### config.mk
export PLATFORM = sky130hd
export DESIGN_NAME = peak_frame_sink_flat
export DESIGN_NICKNAME = d
export VERILOG_FILES = /design/src/rtl/peak_pkg.sv /design/src/rtl/peak_frame_sink_if.sv /design/src/rtl/peak_frame_sink_bank.sv /design/src/rtl/peak_frame_sink.sv /design/src/flat_wrapper.sv
export SDC_FILE = /design/constraint.sdc
export NUM_CORES = 1
export LEC_CHECK = 0
export ABC_AREA = 1
export BUFFER_PORTS_ARGS = -buffer_cell sky130_fd_sc_hd__buf_2
export CAP_MARGIN = 25
export CORE_MARGIN = 1.5
export CORE_UTILIZATION = 56
export DETAILED_ROUTE_END_ITERATION = 8
export PLACE_DENSITY_LB_ADDON = 0.25
export SYNTH_ARGS = -nofsm -noshare
export SYNTH_HDL_FRONTEND = slang
export SYNTH_SLANG_ARGS = --single-unit
### constraint.sdc
create_clock -name clk -period 5.05 [get_ports clk]
set_input_delay 0.505 -clock clk [delete_from_list [all_inputs] [get_ports clk]]
set_output_delay 0.505 -clock clk [all_outputs]
set_load 0.05 [all_outputs]
### src/rtl/peak_pkg.sv
// rtl/peak_pkg.sv - shared types for the peak-record frame sink
//
// Purpose: record layout, field indices and framing FSM state encoding
// used by peak_frame_sink and its bank sub-module.
// Contents:
//   PEAK_DW       stored width of each record field
//   FLD_*         word index of each field inside a peak (read address = peak*4 + field)
//   peak_rec_t    one stored peak record {freq, mag, phaseA, phaseB}
//   sink_state_t  framing FSM states
//   rec_field()   selects one field of a record by field index
package peak_pkg;

  localparam int PEAK_DW    = 32;
  localparam int NFIELDS    = 4;
  localparam int FLD_FREQ   = 0;
  localparam int FLD_MAG    = 1;
  localparam int FLD_PHASEA = 2;
  localparam int FLD_PHASEB = 3;

  typedef struct packed {
    logic [PEAK_DW-1:0] freq;
    logic [PEAK_DW-1:0] mag;
    logic [PEAK_DW-1:0] phaseA;
    logic [PEAK_DW-1:0] phaseB;
  } peak_rec_t;

  typedef enum logic [1:0] {
    ST_IDLE    = 2'd0,
    ST_COLLECT = 2'd1,
    ST_DISCARD = 2'd2
  } sink_state_t;

  function automatic logic [PEAK_DW-1:0] rec_field(input peak_rec_t rec, input logic [1:0] idx);
    logic [PEAK_DW-1:0] word;
    case (idx)
      2'(FLD_FREQ):   word = rec.freq;
      2'(FLD_MAG):    word = rec.mag;
      2'(FLD_PHASEA): word = rec.phaseA;
      default:        word = rec.phaseB;
    endcase
    return word;
  endfunction

endpackage

### src/rtl/peak_frame_sink_if.sv
// rtl/peak_frame_sink_if.sv - peak-record stream bundle (sop/eop/valid + four fields)
//
// Purpose: groups the record stream feeding peak_frame_sink.
// Signals:
//   sink_sop     first record of a frame (qualified by sink_valid)
//   sink_eop     last record of a frame (qualified by sink_valid)
//   sink_valid   record present this cycle; there is no backpressure
//   sink_freq    peak frequency, kHz, two's complement, 8 fractional bits
//   sink_mag     peak magnitude
//   sink_phaseA  phase candidate A, deg
//   sink_phaseB  phase candidate B, deg
// Modports: master = record producer, slave = peak_frame_sink.
interface peak_frame_sink_if #(
  parameter int DATA_WIDTH = 32
);

  logic                  sink_sop;
  logic                  sink_eop;
  logic                  sink_valid;
  logic [DATA_WIDTH-1:0] sink_freq;
  logic [DATA_WIDTH-1:0] sink_mag;
  logic [DATA_WIDTH-1:0] sink_phaseA;
  logic [DATA_WIDTH-1:0] sink_phaseB;

  modport master (
    output sink_sop, sink_eop, sink_valid,
    output sink_freq, sink_mag, sink_phaseA, sink_phaseB
  );

  modport slave (
    input sink_sop, sink_eop, sink_valid,
    input sink_freq, sink_mag, sink_phaseA, sink_phaseB
  );

endinterface

### src/rtl/peak_frame_sink_bank.sv
// rtl/peak_frame_sink_bank.sv - double-buffered peak record storage with registered read port
//
// Purpose: two NPEAKS-deep banks of peak_rec_t. One is the write bank the
// framing logic fills, the other is the read bank seen by the reader.
// swap_i exchanges their roles at the clock edge.
// Ports:
//   clk, reset     clock, synchronous active-high reset (zeroes both banks)
//   wr_en_i        write wr_rec_i into the write bank at wr_idx_i
//   wr_idx_i       record slot in the write bank
//   wr_rec_i       record to store
//   swap_i         exchange write and read banks
//   rd_en_i        read request
//   rd_addr_i      word address = peak*4 + field
//   rd_data_o      registered read word (holds when rd_en_i is low)
//   rd_valid_o     high the cycle after rd_en_i
module peak_bank
  import peak_pkg::*;
#(
  parameter  int NPEAKS = 4,
  localparam int AW     = $clog2(NPEAKS*NFIELDS),
  localparam int IW     = (NPEAKS > 1) ? $clog2(NPEAKS) : 1
) (
  input  logic               clk,
  input  logic               reset,
  input  logic               wr_en_i,
  input  logic [IW-1:0]      wr_idx_i,
  input  peak_rec_t          wr_rec_i,
  input  logic               swap_i,
  input  logic               rd_en_i,
  input  logic [AW-1:0]      rd_addr_i,
  output logic [PEAK_DW-1:0] rd_data_o,
  output logic               rd_valid_o
);

  peak_rec_t          mem_q [2][NPEAKS];
  logic               wsel_q;      // index of the write bank; the read bank is ~wsel_q
  logic [PEAK_DW-1:0] rd_data_q;
  logic               rd_valid_q;
  logic [PEAK_DW-1:0] rd_word;

  // The read bank is addressed with the current select, so a read issued in
  // the swap cycle still returns the outgoing frame's word.
  always_comb begin
    rd_word = '0;
    if (int'(rd_addr_i) < NPEAKS*NFIELDS) begin
      rd_word = rec_field(mem_q[~wsel_q][rd_addr_i[AW-1:2]], rd_addr_i[1:0]);
    end
  end

  always_ff @(posedge clk) begin
    if (reset) begin
      for (int b = 0; b < 2; b++) begin
        for (int p = 0; p < NPEAKS; p++) begin
          mem_q[b][p] <= '0;
        end
      end
      wsel_q     <= 1'b0;
      rd_data_q  <= '0;
      rd_valid_q <= 1'b0;
    end else begin
      if (wr_en_i) begin
        mem_q[wsel_q][wr_idx_i] <= wr_rec_i;
      end
      if (swap_i) begin
        wsel_q <= ~wsel_q;
      end
      rd_valid_q <= rd_en_i;
      if (rd_en_i) begin
        rd_data_q <= rd_word;
      end
    end
  end

  assign rd_data_o  = rd_data_q;
  assign rd_valid_o = rd_valid_q;

endmodule

### src/rtl/peak_frame_sink.sv
// rtl/peak_frame_sink.sv - peak-record stream sink with framing checks and double-buffered frames
//
// Purpose: receives one peak record per cycle, checks sop/eop framing, gathers
// NPEAKS records into the write bank and commits only complete frames to the
// read bank. A reader fetches the committed frame over a 1-cycle read port
// and releases it with frame_ack.
// Build option: defining PEAK_SINK_TSTAMP_EN adds a free-running 32-bit cycle
// counter, stamps each frame at its accepted sop and exposes the read bank's
// stamp on frame_tstamp.
// Ports:
//   clk, reset     sole clock, synchronous active-high reset
//   sink           peak_frame_sink_if.slave record stream
//   rd_en          read request
//   rd_addr        word address = peak*4 + field (0 freq, 1 mag, 2 phaseA, 3 phaseB)
//   rd_data        read word from the committed bank, valid one cycle after rd_en
//   rd_valid       rd_data valid
//   frame_ready    committed frame not yet acknowledged (level)
//   frame_ack      reader done with the committed frame
//   frame_count    committed frames since reset, wraps
//   err_framing    sticky framing-error flag
//   err_overflow   sticky dropped-frame flag (frame completed while reader busy)
//   frame_tstamp   (PEAK_SINK_TSTAMP_EN only) sop stamp of the committed frame
module peak_frame_sink
  import peak_pkg::*;
#(
  parameter  int NPEAKS     = 4,
  parameter  int DATA_WIDTH = PEAK_DW,
  localparam int AW         = $clog2(NPEAKS*NFIELDS)
) (
  input  logic                  clk,
  input  logic                  reset,
  peak_frame_sink_if.slave      sink,
  input  logic                  rd_en,
  input  logic [AW-1:0]         rd_addr,
  output logic [DATA_WIDTH-1:0] rd_data,
  output logic                  rd_valid,
  output logic                  frame_ready,
  input  logic                  frame_ack,
  output logic [15:0]           frame_count,
  output logic                  err_framing,
  output logic                  err_overflow
`ifdef PEAK_SINK_TSTAMP_EN
  ,
  output logic [31:0]           frame_tstamp
`endif
);

  localparam int IW = (NPEAKS > 1) ? $clog2(NPEAKS) : 1;
  localparam int CW = $clog2(NPEAKS + 1);

  sink_state_t        state_q, state_d;
  logic [CW-1:0]      cnt_q, cnt_d;     // records stored in the current frame
  logic               frame_ready_q;
  logic [15:0]        frame_count_q;
  logic               err_framing_q;
  logic               err_overflow_q;

  logic               wr_en;
  logic [IW-1:0]      wr_idx;
  logic [CW-1:0]      fill;             // record count after this cycle's store
  logic               commit;           // this cycle's record completes a good frame
  logic               framing_set;
  logic               commit_ok;
  logic               commit_drop;
  peak_rec_t          wr_rec;
  logic [PEAK_DW-1:0] bank_rd_data;
`ifdef PEAK_SINK_TSTAMP_EN
  logic               sop_accept;
`endif

  assign wr_rec = '{
    freq:   PEAK_DW'(sink.sink_freq),
    mag:    PEAK_DW'(sink.sink_mag),
    phaseA: PEAK_DW'(sink.sink_phaseA),
    phaseB: PEAK_DW'(sink.sink_phaseB)
  };

  // Framing FSM. A sop record always (re)starts a frame as record 0, whatever
  // the state; the trailing block decides the follow-on state for any stored
  // record from the post-store fill count and eop.
  always_comb begin
    state_d     = state_q;
    cnt_d       = cnt_q;
    wr_en       = 1'b0;
    wr_idx      = '0;
    fill        = '0;
    commit      = 1'b0;
    framing_set = 1'b0;
`ifdef PEAK_SINK_TSTAMP_EN
    sop_accept  = 1'b0;
`endif
    if (sink.sink_valid) begin
      if (sink.sink_sop) begin
        framing_set = (state_q != ST_IDLE);
        wr_en       = 1'b1;
        wr_idx      = '0;
        fill        = CW'(1);
`ifdef PEAK_SINK_TSTAMP_EN
        sop_accept  = 1'b1;
`endif
      end else begin
        unique case (state_q)
          ST_COLLECT: begin
            wr_en  = 1'b1;
            wr_idx = IW'(cnt_q);
            fill   = cnt_q + CW'(1);
          end
          ST_DISCARD: begin
            if (sink.sink_eop) begin
              state_d = ST_IDLE;
            end
          end
          default: begin
            // Record outside any frame.
            framing_set = 1'b1;
          end
        endcase
      end

      if (wr_en) begin
        cnt_d = '0;
        if (sink.sink_eop) begin
          state_d = ST_IDLE;
          if (fill == CW'(NPEAKS)) begin
            commit = 1'b1;
          end else begin
            framing_set = 1'b1;
          end
        end else if (fill == CW'(NPEAKS)) begin
          // Bank full without eop: drop the rest of this frame.
          state_d = ST_DISCARD;
        end else begin
          state_d = ST_COLLECT;
          cnt_d   = fill;
        end
      end
    end
  end

  // The final record is written and the banks swap on the same edge, so the
  // completed frame is readable from the very next cycle. An ack arriving with
  // the commit frees the read bank just in time to take the new frame.
  assign commit_ok   = commit && (!frame_ready_q || frame_ack);
  assign commit_drop = commit && frame_ready_q && !frame_ack;

  always_ff @(posedge clk) begin
    if (reset) begin
      state_q        <= ST_IDLE;
      cnt_q          <= '0;
      frame_ready_q  <= 1'b0;
      frame_count_q  <= '0;
      err_framing_q  <= 1'b0;
      err_overflow_q <= 1'b0;
    end else begin
      state_q <= state_d;
      cnt_q   <= cnt_d;
      if (commit_ok) begin
        frame_ready_q <= 1'b1;
        frame_count_q <= frame_count_q + 16'd1;
      end else if (frame_ack) begin
        frame_ready_q <= 1'b0;
      end
      if (framing_set) begin
        err_framing_q <= 1'b1;
      end
      if (commit_drop) begin
        err_overflow_q <= 1'b1;
      end
    end
  end

  peak_bank #(
    .NPEAKS(NPEAKS)
  ) u_bank (
    .clk       (clk),
    .reset     (reset),
    .wr_en_i   (wr_en),
    .wr_idx_i  (wr_idx),
    .wr_rec_i  (wr_rec),
    .swap_i    (commit_ok),
    .rd_en_i   (rd_en),
    .rd_addr_i (rd_addr),
    .rd_data_o (bank_rd_data),
    .rd_valid_o(rd_valid)
  );

  assign rd_data      = DATA_WIDTH'(bank_rd_data);
  assign frame_ready  = frame_ready_q;
  assign frame_count  = frame_count_q;
  assign err_framing  = err_framing_q;
  assign err_overflow = err_overflow_q;

`ifdef PEAK_SINK_TSTAMP_EN
  // Stamps travel with the banks: stamp_sel_q mirrors the bank write select.
  logic [31:0] cyc_q;
  logic [31:0] stamp_q [2];
  logic        stamp_sel_q;

  always_ff @(posedge clk) begin
    if (reset) begin
      cyc_q       <= '0;
      stamp_q[0]  <= '0;
      stamp_q[1]  <= '0;
      stamp_sel_q <= 1'b0;
    end else begin
      cyc_q <= cyc_q + 32'd1;
      if (sop_accept) begin
        stamp_q[stamp_sel_q] <= cyc_q;
      end
      if (commit_ok) begin
        stamp_sel_q <= ~stamp_sel_q;
      end
    end
  end

  assign frame_tstamp = stamp_q[~stamp_sel_q];
`endif

endmodule

### src/flat_wrapper.sv
// flat-port wrapper written by rule: the top's interface ports become plain ports
module peak_frame_sink_flat import peak_pkg::*;
#(
  parameter  int NPEAKS     = 4,
  parameter  int DATA_WIDTH = PEAK_DW,
  localparam int AW         = $clog2(NPEAKS*NFIELDS)
)
  (clk, reset, rd_en, rd_addr, rd_data, rd_valid, frame_ready, frame_ack, frame_count, err_framing, err_overflow, sink_sink_sop, sink_sink_eop, sink_sink_valid, sink_sink_freq, sink_sink_mag, sink_sink_phaseA, sink_sink_phaseB);
  peak_frame_sink_if #(.DATA_WIDTH(DATA_WIDTH)) sink_i ();
  input  logic clk;
  input  logic reset;
  input  logic rd_en;
  input  logic [AW-1:0] rd_addr;
  output logic [DATA_WIDTH-1:0] rd_data;
  output logic rd_valid;
  output logic frame_ready;
  input  logic frame_ack;
  output logic [15:0] frame_count;
  output logic err_framing;
  output logic err_overflow;
  input wire logic [$bits(sink_i.sink_sop)-1:0] sink_sink_sop;
  input wire logic [$bits(sink_i.sink_eop)-1:0] sink_sink_eop;
  input wire logic [$bits(sink_i.sink_valid)-1:0] sink_sink_valid;
  input wire logic [$bits(sink_i.sink_freq)-1:0] sink_sink_freq;
  input wire logic [$bits(sink_i.sink_mag)-1:0] sink_sink_mag;
  input wire logic [$bits(sink_i.sink_phaseA)-1:0] sink_sink_phaseA;
  input wire logic [$bits(sink_i.sink_phaseB)-1:0] sink_sink_phaseB;
  assign sink_i.sink_sop = sink_sink_sop;
  assign sink_i.sink_eop = sink_sink_eop;
  assign sink_i.sink_valid = sink_sink_valid;
  assign sink_i.sink_freq = sink_sink_freq;
  assign sink_i.sink_mag = sink_sink_mag;
  assign sink_i.sink_phaseA = sink_sink_phaseA;
  assign sink_i.sink_phaseB = sink_sink_phaseB;
  peak_frame_sink #(.NPEAKS(NPEAKS), .DATA_WIDTH(DATA_WIDTH)) u_core (.clk(clk), .reset(reset), .sink(sink_i), .rd_en(rd_en), .rd_addr(rd_addr), .rd_data(rd_data), .rd_valid(rd_valid), .frame_ready(frame_ready), .frame_ack(frame_ack), .frame_count(frame_count), .err_framing(err_framing), .err_overflow(err_overflow));
endmodule
# Word-level counts from Yosys, hierarchy flattened
# Memories as Yosys holds them, arrays and structs flattened.
# Cells that the tools add are included.
dict set report word_totals {
  ff_bits 58
  ram_bits 1024
  in_bits 139
  mem_count 1
}
dict set report op_classes {
  n_addsub 2
  order_cmp 3
  eq_ne 6
  n_mux 44
  n_bitwise 3
  n_reduce_logical 16
}
# memory depth width read_ports rd_clocked_by_memory_dff write_ports line
set mem_list {}
lappend mem_list {u_core.u_bank.mem_q 2 512 1 0 2 peak_frame_sink_bank.sv:35} ;# peak_rec_t mem_q [2][NPEAKS];
# operator n
set op_table {}
lappend op_table {{two-way mux 512 bit} 3}
lappend op_table {{OR reduction 512 bit} 1}
lappend op_table {{two-way mux 128 bit} 3}
lappend op_table {{binary-select mux 128 bit (select 2 bit)} 1}
lappend op_table {{demux 128 bit (select 2 bit)} 1}
lappend op_table {{one-hot mux 32 bit (3 select lines)} 1}
lappend op_table {{two-way mux 1 bit} 21}
lappend op_table {{two-way mux 2 bit} 9}
lappend op_table {{adder 16 x 1 -> 16 bit (second input constant)} 1}
lappend op_table {{two-way mux 3 bit} 5}
lappend op_table {{nonzero test 2 bit} 4}
lappend op_table {{greater-or-equal comparator 3 bit (second input constant)} 2}
lappend op_table {{inverter 2 -> 3 bit} 2}
lappend op_table {{== test 2 x 1 -> 1 bit (second input constant)} 2}
lappend op_table {{== test 2 bit (second input constant)} 2}
lappend op_table {{logical AND 1 bit} 4}
lappend op_table {{AND reduction 4 bit} 1}
lappend op_table {{adder 3 x 1 -> 3 bit (second input constant)} 1}
lappend op_table {{== test 3 bit (second input constant)} 1}
lappend op_table {{less-than comparator 3 x 1 -> 1 bit (second input constant)} 1}
lappend op_table {{zero test 1 bit} 2}
lappend op_table {{zero test 2 bit} 1}
lappend op_table {{!= test 2 x 1 -> 1 bit (second input constant)} 1}
lappend op_table {{AND reduction 2 bit} 1}
lappend op_table {{other kinds (3)} 3}

# Logic depth before layout (Yosys ltp)
# Gate-level depths: netlist of the first run.
dict set report logic_depth {
  ltp_word 12
  mapped_depth 13
  mapped_depth_nobuf 12
}

# By module
# Synthesis of the first run repeated with hierarchy kept, for this count alone.
dict set report hier_totals {
  cells_unflattened 5336
  hier_area_um2 49820.3
}
# module n_inst cells_each area_each_um2
set modules_own_cells {}
lappend modules_own_cells {peak_bank 1 5118 48333.9}
lappend modules_own_cells {peak_frame_sink 1 218 1486.4}

# Worst setup path after synthesis of the first run
# Ideal clock, no wire load.
dict set report synth_timing {
  kind {register to register}
  start {register u_core.state_q[1]}
  end {memory u_core.u_bank.mem_q[0][0] (netlist name) (enable)}
  setup_time_ns 0.492
  arrival_ns 4.273
  required_time_ns 4.558
  slack_ns 0.285
  path_stages_with_launch 13
  path_buffers 2
  path_cell_list {dfxtp_1 > inv_1 > ha_1 > inv_1 > nor2_1 > inv_1 > nor2_1 > inv_1 > o21ai_1 > nand2_1 > buf_2 > buf_2 > nand2_1}
}
# item line
set synth_rtl {}
lappend synth_rtl {{from (decl)} peak_frame_sink.sv:51} ;# sink_state_t state_q, state_d;
lappend synth_rtl {{from (signal assigned)} peak_frame_sink.sv:155} ;# state_q <= state_d;
lappend synth_rtl {{to (decl)} peak_frame_sink_bank.sv:35}

==> results of run 1 <==
[layout make-up]
| cell class | instances | area share |
|---|---|---|
| Sequential cell | 1082 | 0.579 |
| Multi-Input combinational cell | 3125 | 0.253 |
| Clock inverter | 60 | 0.00974 |
| Timing Repair Buffer | 257 | 0.0308 |
| Inverter | 679 | 0.0467 |
| Tap cell | 1165 | 0.0264 |
| Clock buffer | 142 | 0.0548 |
[Yosys cell counts, drive strengths merged]
cell,number,area share
a21oi,23,0.0023
a22oi,1,0.00015
a31oi,1,0.00013
buf,236,0.024
clkbuf,89,0.0067
clkinv,1,0.000075
dfxtp,58,0.023
edfxtp,1024,0.62
ha,6,0.0015
inv,678,0.051
nand2,1260,0.095
nand3,652,0.066
nand4,3,0.00038
nor2,862,0.065
nor3,136,0.025
o211ai,62,0.0093
o21a,1,0.00015
o21ai,108,0.011
o32ai,2,0.00035
xnor2,3,0.00053
xor2,5,0.00088
[cells in the final DEF (no fill, tap or decap), drive strengths merged, types with 23 or more instances in the layout]
| cell type | n |
|---|---|
| o211ai | 62 |
| nand2 | 1260 |
| edfxtp | 1024 |
| nand3 | 652 |
| buf | 257 |
| nor2 | 862 |
| dfxtp | 58 |
| clkinv | 46 |
| a21oi | 23 |
| o21ai | 108 |
| clkbuf | 142 |
| nor3 | 136 |
| inv | 680 |
[sequential cells by signal (all words and copies together), names as in the netlist]
name and count:
u_core.err_framing 1, u_core.u_bank.rd_valid_o 1, u_core.u_bank.mem_q 1024, u_core.cnt_q 3
u_core.err_overflow 1, u_core.frame_ready 1, u_core.state_q 2, u_core.frame_count 16
u_core.u_bank.rd_data_o 32, u_core.u_bank.wsel_q 1
[worst register-to-register path, stage by stage, from the launching register on]
cell,delay [ps]
dfxtp_1,330
inv_1,100
ha_1,180
inv_1,60
nand2_2,80
nand2_2,80
inv_2,130
nand2_8,350
nor2_4,430
nand3_4,620
nand2_4,540
buf_12,480
[worst min path at each step]
| stage | from | endpoint | slack [ps] | cells after the start |
|---|---|---|---|---|
| after floorplan | u_core.state_q[1] | u_core.state_q[1] | 460 | 2 |
| after global placement | u_core.err_framing | u_core.err_framing | 450 | 2 |
| after detailed placement | u_core.err_framing | u_core.err_framing | 460 | 2 |
| after CTS | sink_sink_eop | u_core.cnt_q[2] | 100 | 2 |
| after global routing | sink_sink_eop | u_core.cnt_q[2] | 110 | 2 |
| final | sink_sink_eop | u_core.cnt_q[2] | 130 | 2 |
[per-layer routing]
metal,GRT usage,vias to the layer above
met4,0.158,0
met3,0.0472,374
met2,0.516,1930
met1,0.411,17500
met5,0,-
li1,-,17000
[metrics by stage]
step                worst slack, ps  hold slack, ps  cells
floorplan                       285             456   5211
global placement               1210             448   6308
detailed placement             1150             458   6308
CTS                            1180            95.6   6510
global route                    930             107   6510
finish                         1180             131   6510
[power by group]
part / switching (W) / leakage, nW / total (W) / internal, W
registers: 0.000132 / 11.0 / 0.0104 / 0.0103
logic: 0.00114 / 10.5 / 0.00147 / 0.000336
clock network: 0.00342 / 1.74 / 0.00812 / 0.00470
total: 0.00469 / 23.2 / 0.0200 / 0.0153
[logic make-up (layout without fill, tap and decap cells)]
logic type / Yosys count / in the layout
xor+xnor: 8 / 8
flops: 1082 / 1082
compound gates: 198 / 198
buf+inv: 1004 / 1138
fa+ha+maj: 6 / 6
simple gates: 2913 / 2913
==> flow_summary_export.csv, run 1 <==
group,metric,value,unit
global_route,grt_max_degree,154,
detailed_routing,drc,0,
worst_setup_path,r2r_slack,1180,ps
timing,tightest_slew,1060,ps
final_layout,drive_gt1_frac,0.102,
detailed_routing,vias_per_cell,5.65,
final_layout,multi_input_area,13900,µm²
synthesis,syn_avg_cell_area,9.56,µm²
worst_setup_path,cpPeakStageDelay,620,ps
final_layout,layout.nets,5400,
synthesis,synthMuxAreaShare,0,
floorplanning,die_y,301,µm
cts,numCtsBuffers,110,
worst_setup_path,reg2reg_depth,11,
placed_design,placement.io_buffers,190,
outcome,status,"finished clean",
placed_design,gp_congestion,0.888,
worst_setup_path,crit_path_start,"u_core.state_q[1]",
detailed_routing,met2_length,67.4,mm
worst_setup_path,crit_required,5350,ps
cts,post_cts_buffers,0,
cts,cts_max_path_buffers,3,
worst_setup_path,crit_fanout,83,
pwr,total_power,0.0200,W
final_layout,ff_latch_area,31900,µm²
hold_path,hp-class,"in2reg",
final_layout,fin_area,55100,µm²
detailed_routing,top_layer_used,"met4",
floorplanning,die_area,90700,µm²
timing,finalSetupViolCount,0,
timing,maxSlewViolCount,0,
worst_setup_path,end_kind,"flop",
worst_setup_path,worstPathCellList,"inv_1 -> ha_1 -> inv_1 -> nand2_2 -> nand2_2 -> inv_2 -> nand2_8 -> nor2_4 -> nand3_4 -> nand2_4 -> buf_12",
worst_setup_path,rr_endpoint,"u_core.u_bank.mem_q[0][470]",
pwr,power_leakage,23.2,nW
worst_setup_path,start_kind,"flop",
timing,period_share,0.767,
cts,clkTransAtPathRegs,60,ps
worst_setup_path,cp-endpoint,"u_core.u_bank.mem_q[0][470]",
detailed_routing,routedWlPerCell,21.8,µm
worst_setup_path,cp_num_cells,11,
synthesis,ys_warn_count,0,
final_layout,fillCellCount,7150,
floorplanning,io_pins,191,
pwr,ir_drop,0.272,mV
worst_setup_path,crit_family,"simple AND/OR/NAND/NOR gates",
timing,period_needed,3870,ps
detailed_routing,route.met3.wl,13.2,mm
timing,hold_viol_final,0,
floorplanning,die_w,301,µm
synthesis,synth_compound_area_frac,0.0233,
global_route,grt_pass1_vias,35700,
synthesis,synth_top_family_by_area,"simple AND/OR/NAND/NOR gates",
synthesis,synth-xor-area-share,0.00141,
global_route,grtUsageTotal,0.315,
synthesis,yosys.area_share.simple,0.251,
cts,clockRootBuffer,"clkbuf_16",
floorplanning,start_util,0.564,
final_layout,utilization,0.625,
cts,post_cts_resized,0,
synthesis,syn_area,49800,µm²
worst_setup_path,reg2reg_from,"u_core.state_q[1]",
timing,rsz0062_at_grt,"no",
detailed_routing,ant_nets,0,
detailed_routing,wl,142,mm
worst_setup_path,cp_slowest_cell,"nand3_4",
synthesis,synth_nets,5356,
global_route,antenna_found_initial,4,
synthesis,ys_seq_elements,1082,
detailed_routing,vias,36800,
cts,cts_hold_buf,0,
placed_design,placed_area,51600,µm²
detailed_routing,firstDrtPassIters,6,
cts,clock-sinks,1082,
timing,fin_setup_tns,0,ps
final_layout,n_antenna_cell,0,
global_route,grt_pass1_wl,214,mm
timing,max_slew_margin,0.291,
detailed_routing,wl_met1,53.8,mm
cts,clkLatencyLatePin,680,ps
worst_setup_path,crit_arrival,4170,ps
placed_design,hpwl,79.3,mm
cts,cts_tree,"built",
detailed_routing,drt_iter0_markers,4241,
floorplanning,design.core.area,88200,µm²
global_route,grt_overflow_total,0,
worst_setup_path,path_buf_inv,4,
synthesis,ys_seq_area_frac,0.641,
pwr,p_per_area,362,nW/µm²
final_layout,area_growth,10.7,%
timing,fmax,0.258,GHz
cts,cts_max_level,3,
synthesis,netlist_instances,5211,
synthesis,synth_fa_ha_area_frac,0.00151,
floorplanning,rows,109,
timing,fin_skew,14.7,ps
run,maxCapViolations,0,
worst_setup_path,crit_type,"reg2reg",
synthesis,ys_types,29,
(Power assumes the default switching activity.)
==> run 2: changes to the inputs <==
CORE_UTILIZATION = 58   (was 56)
clock period = 3.7 ns   (was 5.05 ns; I/O delays follow)
==> run 2 against run 1 <==
Final cell count hardly changed; sequential power rose by 37%; die area down 3.4%; wire length is 1.9% lower.
==> flow_summary_export.csv, run 2 (same netlist as run 1, synthesis figures left out) <==
group,metric,value,unit
timing,hold_viol_final,0,
cts,cts_tree,"built",
timing,maxSlewViolCount,0,
final_layout,top_register,"u_core.u_bank.mem_q",
final_layout,drive_gt1_frac,0.105,
pwr,comb_power_share,0.076,
placed_design,placement.io_buffers,190,
cts,clockRootBuffer,"clkbuf_16",
floorplanning,io_pins,191,
timing,period_share,0.835,
floorplanning,die_area,87600,µm²
timing,whs,31.0,ps
detailed_routing,drt_iter0_markers,4155,
timing,tightest_slew,1040,ps
placed_design,hpwl,77.6,mm
pwr,power_leakage,23.4,nW
pwr,seq_power_share,0.519,
floorplanning,die_y,296,µm
final_layout,area_growth,11.6,%
floorplanning,rows,107,
pwr,ir_drop,0.557,mV
worst_setup_path,crit_required,4070,ps
pwr,clkPwrFrac,0.404,
pwr,p_sw_frac,0.234,
detailed_routing,vias,36900,
cts,clock-sinks,1082,
final_layout,largest_reg_flops,1024,
global_route,antenna_found_initial,3,
worst_setup_path,end_kind,"flop",
global_route,grt_pass1_wl,210,mm
detailed_routing,firstDrtPassIters,6,
final_layout,layout_commonest_cell,"nand2_1",
timing,fmax,0.324,GHz
floorplanning,design.core.area,85100,µm²
cts,cts_max_level,3,
global_route,grt_pass1_vias,35600,
worst_setup_path,crit_fanout,51,
global_route,grt_max_degree,144,
cts,clkLatencyLatePin,690,ps
timing,max_slew_margin,0.305,
cts,cts_max_path_buffers,3,
placed_design,gp_congestion,0.852,
detailed_routing,routedWlPerCell,21.4,µm
detailed_routing,vias_per_cell,5.67,
detailed_routing,ant_nets,0,
global_route,grt_overflow_total,0,
final_layout,most-common-layout-cells,"nand2_1, edfxtp_1, nor2_1",
hold_path,hp-class,"in2reg",
worst_setup_path,crit_arrival,3460,ps
outcome,status,"finished clean",
timing,finalSetupViolCount,0,
timing,rsz0062_at_grt,"no",
worst_setup_path,start_kind,"flop",
worst_setup_path,crit_type,"reg2reg",
timing,fin_skew,29.4,ps
final_layout,layout.nets,5416,
timing,fin_setup_tns,0,ps
cts,clkTransAtPathRegs,60,ps
pwr,p_per_area,491,nW/µm²
run,maxCapViolations,0,
global_route,grtUsageTotal,0.320,
floorplanning,die_w,296,µm
detailed_routing,wl,139,mm
pwr,p_int,0.0209,W
floorplanning,start_util,0.585,
timing,period_needed,3090,ps
detailed_routing,drc,0,
cts,numCtsBuffers,110,
pwr,power_switching,0.00638,W
==> run 2: changes by cell type in the layout (fill, tap and decap cells not counted), sizes merged, moves of 2 or more <==
cell         before  now
clkinvlp          3    5
clkbuf          142  140
buf             257  271
dlygate4sd3       0    2
==> run 2: timing repair <==
action                    4_1_cts  5_1_grt
gates resized for setup         0        0
hold endpoints to repair        3        0
buffers inserted                0        0
hold buffers                    2        0
==> run 2: final timing paths <==
kind | from | to | slack (ps) | cells past startpoint
worst max-delay path | u_core.state_q[1] | u_core.u_bank.mem_q[1][239] | 610 | 12
worst min-delay path | sink_sink_valid | u_core.err_framing | 30 | 3
worst max register to register | u_core.state_q[1] | u_core.u_bank.mem_q[1][239] | 610 | 12
worst min register to register | u_core.err_framing | u_core.err_framing | 470 | 2
==> run 2: critical path: stages, from the launching register on <==
cell and delay, ps:
dfxtp_1 330, inv_1 100, ha_1 180, inv_1 50, nand2_2 70, nand2_2 70, inv_2 130, nand2_8 190
nor2_4 300, inv_1 110, o21ai_0 160, clkinvlp_4 590, buf_12 440
==> run 2: layout make-up <==
| type | instances | area (µm²) |
|---|---|---|
| Sequential cell | 1082 | 31900 |
| Fill cell | 6633 | 29600 |
| Multi-Input combinational cell | 3125 | 14000 |
| Clock buffer | 140 | 2950 |
| Inverter | 679 | 2570 |
| Timing Repair Buffer | 273 | 2120 |
| Tap cell | 1144 | 1430 |
| Clock inverter | 64 | 599 |
| Antenna cell | 1 | 2.50 |
==> run 2: layer usage <==
layer / part of all wire / up-vias / global-route usage
li1: - / 17000 / -
met5: 0.00022 / - / 0
met1: 0.38 / 17500 / 0.418
met4: 0.048 / 4 / 0.157
met3: 0.098 / 350 / 0.0549
met2: 0.48 / 1995 / 0.522
==> run 2: power by group through the flow <==
stage	Clock (W)	Sequential [W]	Combinational [W]
final	0.0110	0.0142	0.00208
after global routing	0.0115	0.0142	0.00224
after floorplan	0	0.0145	0.00109
after detailed placement	0	0.0144	0.00205
after global placement	0	0.0144	0.00202
after CTS	0.0110	0.0142	0.00206
==> run 2: per-stage QoR <==
stage | util | power (W) | area [µm²] | instances | worst slack [ps]
global placement | 0.610 | 0.0164 | 52000 | 6300 | 559
global route | 0.653 | 0.0280 | 55600 | 6508 | 458
finish | 0.653 | 0.0273 | 55600 | 6508 | 610
detailed placement | 0.611 | 0.0165 | 52000 | 6301 | 604
CTS | 0.652 | 0.0273 | 55600 | 6507 | 619
floorplan | - | 0.0156 | 49800 | 5211 | 111
